$ cat src/rtl/up_down_counter_mod.sv
// Parametrised up/down counter: modulus, step, wrap/saturate, load,
// terminal-count pulse and sticky overflow/underflow flags.
module up_down_counter_mod #(
   parameter int WIDTH     = 5,
   parameter int MAX_VAL   = 2**WIDTH-1,
   parameter int STEP      = 1,
   parameter bit SATURATE  = 1'b0,
   parameter int RESET_VAL = 0
) (
   input  logic             clk,
   input  logic             reset,
   input  logic             en,
   input  logic             ctrl,
   input  logic             load,
   input  logic [WIDTH-1:0] load_val,
   input  logic             clr_flags,
   output logic [WIDTH-1:0] counter_out,
   output logic             tc,
   output logic             ovf_sticky,
   output logic             unf_sticky
);

   if (WIDTH < 1 || MAX_VAL < 1 || MAX_VAL >= 2**WIDTH ||
       STEP < 1 || STEP > MAX_VAL ||
       RESET_VAL < 0 || RESET_VAL > MAX_VAL) begin : g_param_err
      $error("up_down_counter_mod: illegal parameter set");
   end

   // Arithmetic is done one bit wider so no carry/borrow is lost before compare.
   localparam logic [WIDTH:0]   MAX_W  = (WIDTH+1)'(MAX_VAL);
   localparam logic [WIDTH:0]   MOD_W  = (WIDTH+1)'(MAX_VAL + 1);
   localparam logic [WIDTH:0]   STEP_W = (WIDTH+1)'(STEP);
   localparam logic [WIDTH-1:0] RST_W  = WIDTH'(RESET_VAL);

   logic [WIDTH-1:0] cnt_q, cnt_d;
   logic             tc_q, tc_d;
   logic             ovf_q, ovf_d;
   logic             unf_q, unf_d;

   logic [WIDTH:0]   cnt_w;
   logic [WIDTH:0]   sum_w;
   logic [WIDTH:0]   load_w;
   logic             up_ovf;
   logic             dn_unf;
   logic [WIDTH-1:0] up_val;
   logic [WIDTH-1:0] dn_val;
   logic [WIDTH-1:0] ld_val;

   always_comb begin
      cnt_w  = {1'b0, cnt_q};
      sum_w  = cnt_w + STEP_W;
      load_w = {1'b0, load_val};
      up_ovf = sum_w > MAX_W;
      dn_unf = cnt_w < STEP_W;

      if (!up_ovf)
         up_val = WIDTH'(sum_w);
      else if (SATURATE)
         up_val = WIDTH'(MAX_W);
      else
         up_val = WIDTH'(sum_w - MOD_W);

      if (!dn_unf)
         dn_val = WIDTH'(cnt_w - STEP_W);
      else if (SATURATE)
         dn_val = '0;
      else
         dn_val = WIDTH'(cnt_w + MOD_W - STEP_W);

      ld_val = (load_w > MAX_W) ? WIDTH'(MAX_W) : load_val;
   end

   // A new wrap/clamp event in the same cycle as clr_flags leaves the flag set.
   always_comb begin
      cnt_d = cnt_q;
      tc_d  = 1'b0;
      ovf_d = ovf_q & ~clr_flags;
      unf_d = unf_q & ~clr_flags;
      if (reset) begin
         cnt_d = RST_W;
         ovf_d = 1'b0;
         unf_d = 1'b0;
      end else if (load) begin
         cnt_d = ld_val;
      end else if (en && !ctrl) begin
         cnt_d = up_val;
         if (up_ovf) begin
            tc_d  = 1'b1;
            ovf_d = 1'b1;
         end
      end else if (en && ctrl) begin
         cnt_d = dn_val;
         if (dn_unf) begin
            tc_d  = 1'b1;
            unf_d = 1'b1;
         end
      end
   end

   always_ff @(posedge clk) begin
      cnt_q <= cnt_d;
      tc_q  <= tc_d;
      ovf_q <= ovf_d;
      unf_q <= unf_d;
   end

   assign counter_out = cnt_q;
   assign tc          = tc_q;
   assign ovf_sticky  = ovf_q;
   assign unf_sticky  = unf_q;

endmodule

$ cat config.mk
export PLATFORM = sky130hd
export DESIGN_NAME = up_down_counter_mod
export DESIGN_NICKNAME = d
export VERILOG_FILES = /design/src/rtl/up_down_counter_mod.sv
export SDC_FILE = /design/constraint.sdc
export NUM_CORES = 1
export LEC_CHECK = 0
export CAP_MARGIN = 40
export CORE_UTILIZATION = 37
export DETAILED_ROUTE_END_ITERATION = 16
export PLACE_DENSITY = 0.72
export SLEW_MARGIN = 30
export SYNTH_ARGS = -nofsm -noshare
export SYNTH_HDL_FRONTEND = slang
export SYNTH_SLANG_ARGS = --single-unit
export TNS_END_PERCENT = 50
$ cat constraint.sdc
create_clock -name clk -period 1.6 [get_ports clk]
set_input_delay 0.32 -clock clk [delete_from_list [all_inputs] [get_ports clk]]
set_output_delay 0.32 -clock clk [all_outputs]
set_load 0.005 [all_outputs]
==> results of run 1 <==
[final cells by class]
| type | instances | area [µm²] | share of cell area (%) |
|---|---|---|---|
| Sequential cell | 8 | 163 | 20.5 |
| Clock buffer | 3 | 22.5 | 2.84 |
| Multi-Input combinational cell | 43 | 322 | 40.5 |
| Inverter | 4 | 15.0 | 1.89 |
| Timing Repair Buffer | 28 | 254 | 32.0 |
| Tap cell | 14 | 17.5 | 2.21 |
[cell usage after synthesis]
cell and count:
a211o_2 1, nor3b_1 1, dfxtp_1 8, nor2b_1 1, mux2_2 1, nor3_1 3
inv_1 4, a211o_1 1, or4b_4 1, nand3b_1 1, a2111oi_0 1, nor2_1 3
a31oi_1 1, nand3_1 2, nand4b_1 2, a21oi_1 3, nor4b_1 1, mux2i_1 1
a311o_1 1, or4bb_2 1, xnor2_1 1, nand2_1 3, or3_1 1, xor2_1 1
ha_1 2, clkbuf_1 3, or4b_2 1, and3_1 2, nand2b_1 3, a21oi_2 2
or4_4 1
[power by group through the flow]
stage	clock [W]	combinational [W]	sequential, W
floorplan	0	0.0000643	0.000232
global placement	0	0.000153	0.000227
detailed placement	0	0.000156	0.000228
CTS	0.000170	0.000156	0.000224
global route	0.000180	0.000169	0.000227
finish	0.000164	0.000156	0.000224
[cells by family after synthesis]
group	count (synthesis)	synth area share (%)
AO/OA/AOI/OAI	10	15.1
XOR/XNOR	2	3.46
adder cells (fa/ha/maj)	2	4.94
buffers and inverters	7	5.18
flip-flops	8	31.6
multiplexers	2	4.20
AND/OR/NAND/NOR	27	35.6
[per-layer routing]
metal / GRT usage [%] / vias up / wire length [µm]
met1: 24.2 / 249 / 558
met5: 0 / - / 0
met2: 36.3 / 16 / 626
met3: 3.47 / 3 / 52
met4: 10.3 / 0 / 18
li1: - / 270 / -
[critical path: stages (launching register included)]
cell             delay (ps)
dfxtp_2                 350
buf_4                   120
clkdlybuf4s50_1         500
[registers in the layout (all words and copies together), names as in the netlist]
signal / cells
counter_out: 5
ovf_sticky: 1
tc: 1
unf_sticky: 1
[metrics by stage]
step	cells	utilization, %
finish	100	66.9
global route	100	66.9
CTS	100	66.8
detailed placement	97	64.8
global placement	97	64.8
floorplan	58	-
[final timing paths]
path	depth (start not counted)	endpoint	slack, ps
setup / recovery	2	counter_out[0]	50
hold / removal	2	ovf_sticky$_SDFF_PP0_	470
setup reg to reg	3	unf_sticky$_SDFF_PP0_	70
hold reg to reg	2	ovf_sticky$_SDFF_PP0_	470
[what timing repair did]
action | CTS | global route
resized for setup | 3 | 1
pin swaps | 2 | 0
endpoints found under the setup margin | 5 | 1
hold buffers | 0 | 0
==> results_dict.tcl, run 1 <==
set metrics [dict create \
    synth-seq-cells 8 \
    num_rows 12 \
    nFillCells 117 \
    num_vias 538 \
    num_io_pins 19 \
    place.gp.congestion 0.740 \
    hold_viol_final 0 \
    p_total_w 0.000544 \
    die_w_um 39.0 \
    h-tree-depth 1 \
    pre_cts_ws_ps -369 \
    drt_pass1_iterations 2 \
    grt_pass1_wl_mm 2.08 \
    leakage_nw 0.317 \
    finalHoldWorstSlack_ps 475 \
    required_ps 1280 \
    die_height_um 39.0 \
    swShare_pct 27.3 \
    drc 0 \
    routed_via_density 5.38 \
    final_nets 101 \
    critPathLaunchType "flop" \
    worstSetupPathType "flop to output port" \
    area_growth_pct 56.5 \
    post_cts_buffers 0 \
    root_buffer "clkbuf_4" \
    drt_iter0_markers 1 \
    grt_pass1_vias 489 \
    worstPathMaxFanout 4 \
    clk_pin_slew_ps 60 \
    crit_arrival_ps 1230 \
    hold_path.class "flop to flop" \
    pwr-share-clk_pct 30.1 \
    fin_ws_ps 50.7 \
    grt-ovfl-total 0 \
    power_switching_w 0.000149 \
    stdcell_area_um2 793 \
    r2r_start "counter_out[0]$_SDFFE_PP0P_" \
    core_um2 1190 \
    synth_warnings 0 \
    skew_ps 3.35 \
    syn_nets 71 \
    vdd.ir_drop.worst_mv 0.325 \
    num_antenna_cells 0 \
    ant_nets 0 \
    dp_hpwl_um 959 \
    grt_usage_pct 20.9 \
    ys_seq_area_share_pct 31.6 \
    yosysTopAreaCellShare_pct 31.6 \
    fmax_mhz 645 \
    clock-sinks 8 \
    pwr-share-comb_pct 28.7 \
    wl_per_cell_um 12.6 \
    power_density_nw_per_um2 686 \
    io_buffers 18 \
    p_int_w 0.000396 \
    synth.avg_cell_area_um2 8.74 \
    antenna_found_initial 0 \
    rsz0062_at_grt "false" \
    setup_viol 0 \
    max_slew_margin_pct 79.1 \
    yosys.area.top_type "dfxtp_1" \
    fin_crit_ps 1550 \
    period_share_pct 96.8 \
    max_cap_viol_count 0 \
    synth_area_leaders "dfxtp_1, ha_1, nand2b_1" \
    cts.path.max_buffers 2 \
    worstSkewPairLatency_ps 260 \
    drt-total-wl_mm 1.26 \
    synth.distinct_cells 31 \
    cts_made_buffers 3 \
    status "finished, final reports clean" \
    start_util_pct 42.7 \
    die-area_um2 1520 \
    critPathLaunch "counter_out[0]$_SDFFE_PP0P_" \
    place_area_um2 768 \
    slew_violations 0 \
    worstHoldStart "ovf_sticky$_SDFF_PP0_" \
    drive_gt1_share_pct 26.7 \
    fin_setup_tns_ps 0 \
    seqPwrFrac_pct 41.2 \
    netlist_area_um2 507 \
    crit_path_end_kind "output port" \
    mostFrequentLayoutCells "clkdlybuf4s50_1, buf_4, dfxtp_1, inv_1" \
    grt_max_degree 12 \
    tightest_slew_ps 313 \
    final_common_cell "clkdlybuf4s50_1" \
    synth_cells 58 \
    cts_tree "built" \
]
(Power assumes the default switching activity.)
==> run 2, diff against run 1 <==
--- a/config.mk
+++ b/config.mk
@@ -8,6 +8,7 @@
 export CAP_MARGIN = 40
 export CORE_UTILIZATION = 37
 export DETAILED_ROUTE_END_ITERATION = 16
+export GPL_ROUTABILITY_DRIVEN = 0
 export PLACE_DENSITY = 0.72
 export SLEW_MARGIN = 30
 export SYNTH_ARGS = -nofsm -noshare
==> results of run 2 <==
Same layout as run 1: the final DEF is identical, and so are final timing and power.
==> RTL change 1 (config.mk and constraints of run 2) <==
Put one more register stage on the output `unf_sticky`, without a reset. The value now appears one clock later. The other outputs are not delayed to match.
--- a/src/rtl/up_down_counter_mod.sv
+++ b/src/rtl/up_down_counter_mod.sv
@@ -107,7 +107,9 @@
    assign counter_out = cnt_q;
    assign tc          = tc_q;
    assign ovf_sticky  = ovf_q;
-   assign unf_sticky  = unf_q;
+   always_ff @(posedge clk) begin
+      unf_sticky <= unf_q;
+   end
 
 endmodule
 
Check against the original RTL: not equivalent (a bounded check fails within 4 cycles, from zero or initial values and one cycle with reset high).
==> RTL change 1 against run 2 <==
- synthesized area rose by 5.4%
- sequential cell count rose by 1
- combinational power rose by 8%
- final cell count rose by 10%
- worst setup slack got worse by 0.037 ns
- critical path depth rose by 1
- clock power rose by 9%
- total power rose by 9.9%
- non-clock buffer count rose by 5
- synthesized cell count rose by 5.2%
- via count rose by 3.7%
- routed wire length barely moved
- cell area rose by 11%
==> RTL change 1: results (changes against run 2) <==
stage,metric,value,unit,change
power_and_ir_drop,powerSeq,252,µW,was 224 µW
yosys,synth_cell_types,30,,was 31
setup_path,r2r_start,counter_out[1]$_SDFFE_PP0P_,,was counter_out[0]$_SDFFE_PP0P_
setup_path,reg2reg_to,unf_q$_SDFF_PP0_,,was unf_sticky$_SDFF_PP0_
global_routing,grt_usage,0.1861,,was 0.2088
floorplan,rows,13,,was 12
detailed_routing,first_iter_violations,7,,was 1
setup_path,critPathArrivalTime,1.78,ns,was 1.23 ns
hold_path,holdPathStages,0,,was 2
global_routing,grt_max_degree,8,,was 12
placement,placed_cells,104,,was 97
finish,layout.cells.non_filler,110,,was 100
yosys,yosys-top-cells-area,"dfxtp_1 (34%), or4b_4 (5.2%), ha_1 (4.7%)",,"was dfxtp_1 (32%), ha_1 (4.9%), nand2b_1 (3.7%)"
timing,max_slew.worst_pin.slew,0.2667,ns,was 0.3128 ns
global_routing,grt_util_met1,0.2189,,was 0.2422
placement,place_area,820.8,µm²,was 768.2 µm²
global_routing,grt_pass1_vias,464,,was 489
detailed_routing,via_per_inst,5.073,,was 5.380
setup_path,path_max_fanout,5,,was 4
detailed_routing,met3_length,58,µm,was 52 µm
detailed_routing,wl,1257,µm,was 1256 µm
setup_path,slowest_delay,0.52,ns,was 0.50 ns
status,status,finished clean,,unchanged
placement,dp_slack,-0.3884,ns,was -0.3685 ns
yosys,syn-num-nets,74,,was 71
power_and_ir_drop,static-leakage-power,0.3807,nW,was 0.3168 nW
yosys,synth_seq_area_share,0.3372,,was 0.3160
detailed_routing,wl_met1,561,µm,was 558 µm
global_routing,use_met3,0.08333,,was 0.03468
yosys,synthXorXnorAreaFrac,0.03279,,was 0.03457
power_and_ir_drop,intPower,441.3,µW,was 395.8 µW
RTL change 1: cell type report:
type	count	area [µm²]	share of cell area
timing repair buffer	33	294.0	0.3329
sequential	9	186.4	0.2110
tap	15	18.77	0.02125
inverter	5	18.77	0.02125
multi-input combinational	44	339.1	0.3839
clock buffer	4	26.28	0.02975
RTL change 1: logic make-up after synthesis:
family | after synthesis
AND/OR/NAND/NOR | 29
AO/OA/AOI/OAI | 9
flip-flops | 9
buffers and inverters | 8
XOR/XNOR | 2
multiplexers | 2
adder cells (fa/ha/maj) | 2
RTL change 1: what timing repair did:
| action | 4_1_cts | 5_1_grt |
|---|---|---|
| setup endpoints to repair | 5 | 6 |
| pin swaps | 3 | 3 |
| gates resized for setup | 3 | 6 |
| buffers inserted | 1 | 1 |
RTL change 1: stage by stage:
step | total power [mW] | TNS [ns]
finish | 0.5983 | 0
global route | 0.6326 | -0.05029
CTS | 0.5989 | -0.01255
detailed placement | 0.4132 | -1.876
global placement | 0.4117 | -1.685
floorplan | 0.3243 | 0
==> RTL change 2 (config.mk and constraints of run 2) <==
Without the edit above. Change the parameter `WIDTH` from 5 to 4.
--- a/src/rtl/up_down_counter_mod.sv
+++ b/src/rtl/up_down_counter_mod.sv
@@ -1,7 +1,7 @@
 // Parametrised up/down counter: modulus, step, wrap/saturate, load,
 // terminal-count pulse and sticky overflow/underflow flags.
 module up_down_counter_mod #(
-   parameter int WIDTH     = 5,
+   parameter int WIDTH     = 4,
    parameter int MAX_VAL   = 2**WIDTH-1,
    parameter int STEP      = 1,
    parameter bit SATURATE  = 1'b0,
Interface: changed (resized counter_out and load_val); port bits go from 19 to 17. No check against the original RTL was run, so the function may have changed too.
==> RTL change 2 against run 2 <==
- clock skew fell by 0.0029 ns
- count of clock-buffer cells in the layout increased by 1
- sequential share of layout area is 1.8 points lower
- worst hold slack worse by 0.025 ns
- final cell count decreased by 5.0%
- synthesized cell count shrank 8.6%
- synthesized area decreased by 5.2%
- total power decreased by 4.1%
- die area is 4.9% lower
- cell area shrank 3.2%
- routed wire length decreased by 6.8%
- worst setup slack got worse by 0.011 ns
- sequential cell count down 1
==> RTL change 2: results (changes against run 2) <==
stage,metric,value,unit,change
timing,clock_skew,0.0004207,ns,was 0.003355 ns
finish,layout.cells.non_filler,95,,was 100
detailed_routing,via_per_inst,5.200,,was 5.380
power_and_ir_drop,static-leakage-power,0.3032,nW,was 0.3168 nW
yosys,syn_inst,53,,was 58
detailed_routing,wire_per_inst,12.32,µm,was 12.56 µm
timing,relSlewSlack,0.8227,,was 0.7909
finish,largest_register_ffs,4,,was 5
yosys,synth_compound_area_frac,0.1771,,was 0.1506
yosys,synthMuxAreaShare,0.05208,,was 0.04198
yosys,ys_top_cells_by_count,"dfxtp_1 (7), inv_1 (5), nor2_1 (4), a21oi_1 (3), ha_1 (3)",,"was dfxtp_1 (8), inv_1 (4)"
placement,io_buffers,16,,was 18
yosys,yosys-top-cells-area,"dfxtp_1 (29%), ha_1 (7.8%), a2111oi_4 (5.7%)",,"was dfxtp_1 (32%), ha_1 (4.9%), nand2b_1 (3.7%)"
placement,placed_cells,91,,was 97
yosys,synth_seq_area_share,0.2917,,was 0.3160
global_routing,grt_max_degree,8,,was 12
status,status,finished clean,,unchanged
detailed_routing,dr.pass1.iters,4,,was 2
global_routing,grt_usage,0.1910,,was 0.2088
finish,utilization,0.6645,,was 0.6688
setup_path,path_max_fanout,6,,was 4
placement,dp_hpwl,873.5,µm,was 959.2 µm
placement,dp_slack,-0.1436,ns,was -0.3685 ns
yosys,yosys.area_share.adder,0.1016,,was 0.04938
placement,place_area,728.2,µm²,was 768.2 µm²
yosys,syn-num-nets,66,,was 71
## RTL change 2: area by class of cell
class / instances / share of cell area
Inverter: 5 / 0.02443
Clock buffer: 4 / 0.03420
Tap cell: 14 / 0.02280
Sequential cell: 7 / 0.1873
Multi-Input combinational cell: 38 / 0.4153
Timing Repair Buffer: 27 / 0.3160
## RTL change 2: worst max-delay path: stages, from the launching register on
cell             delay, ns
dfxtp_2               0.32
buf_4                 0.14
clkdlybuf4s50_1       0.52
## RTL change 2: layer usage
metal	global-route usage	wire length, µm	part of all wire	vias up
li1	-	-	-	246
met1	0.1915	504	0.43	225
met2	0.3347	591	0.51	21
met3	0.03488	61	0.052	2
met4	0.1607	13	0.011	0
met5	0	0	0	-
## RTL change 2: what timing repair did
item                                    4_1_cts  5_1_grt
resized for setup                             0        2
endpoints found under the setup margin        0        3
hold buffers                                  0        0
## RTL change 2: report_power, final
| part | total, mW | leakage [nW] | internal, mW | switching (mW) |
|---|---|---|---|---|
| Sequential | 0.196 | 0.0583 | 0.186 | 0.00950 |
| Clock | 0.166 | 0.0150 | 0.0955 | 0.0705 |
| Combinational | 0.160 | 0.230 | 0.0954 | 0.0651 |
| Total | 0.522 | 0.303 | 0.377 | 0.145 |
## RTL change 2: final timing paths
check	endpoint	slack, ns	start	cells after the start
setup reg to reg	tc$_SDFF_PP0_	0.05	counter_out[0]$_SDFFE_PP0P_	5
hold / removal	ovf_sticky$_SDFF_PP0_	0.45	ovf_sticky$_SDFF_PP0_	2
hold reg to reg	ovf_sticky$_SDFF_PP0_	0.45	ovf_sticky$_SDFF_PP0_	2
setup / recovery	counter_out[0]	0.04	counter_out[0]$_SDFFE_PP0P_	2
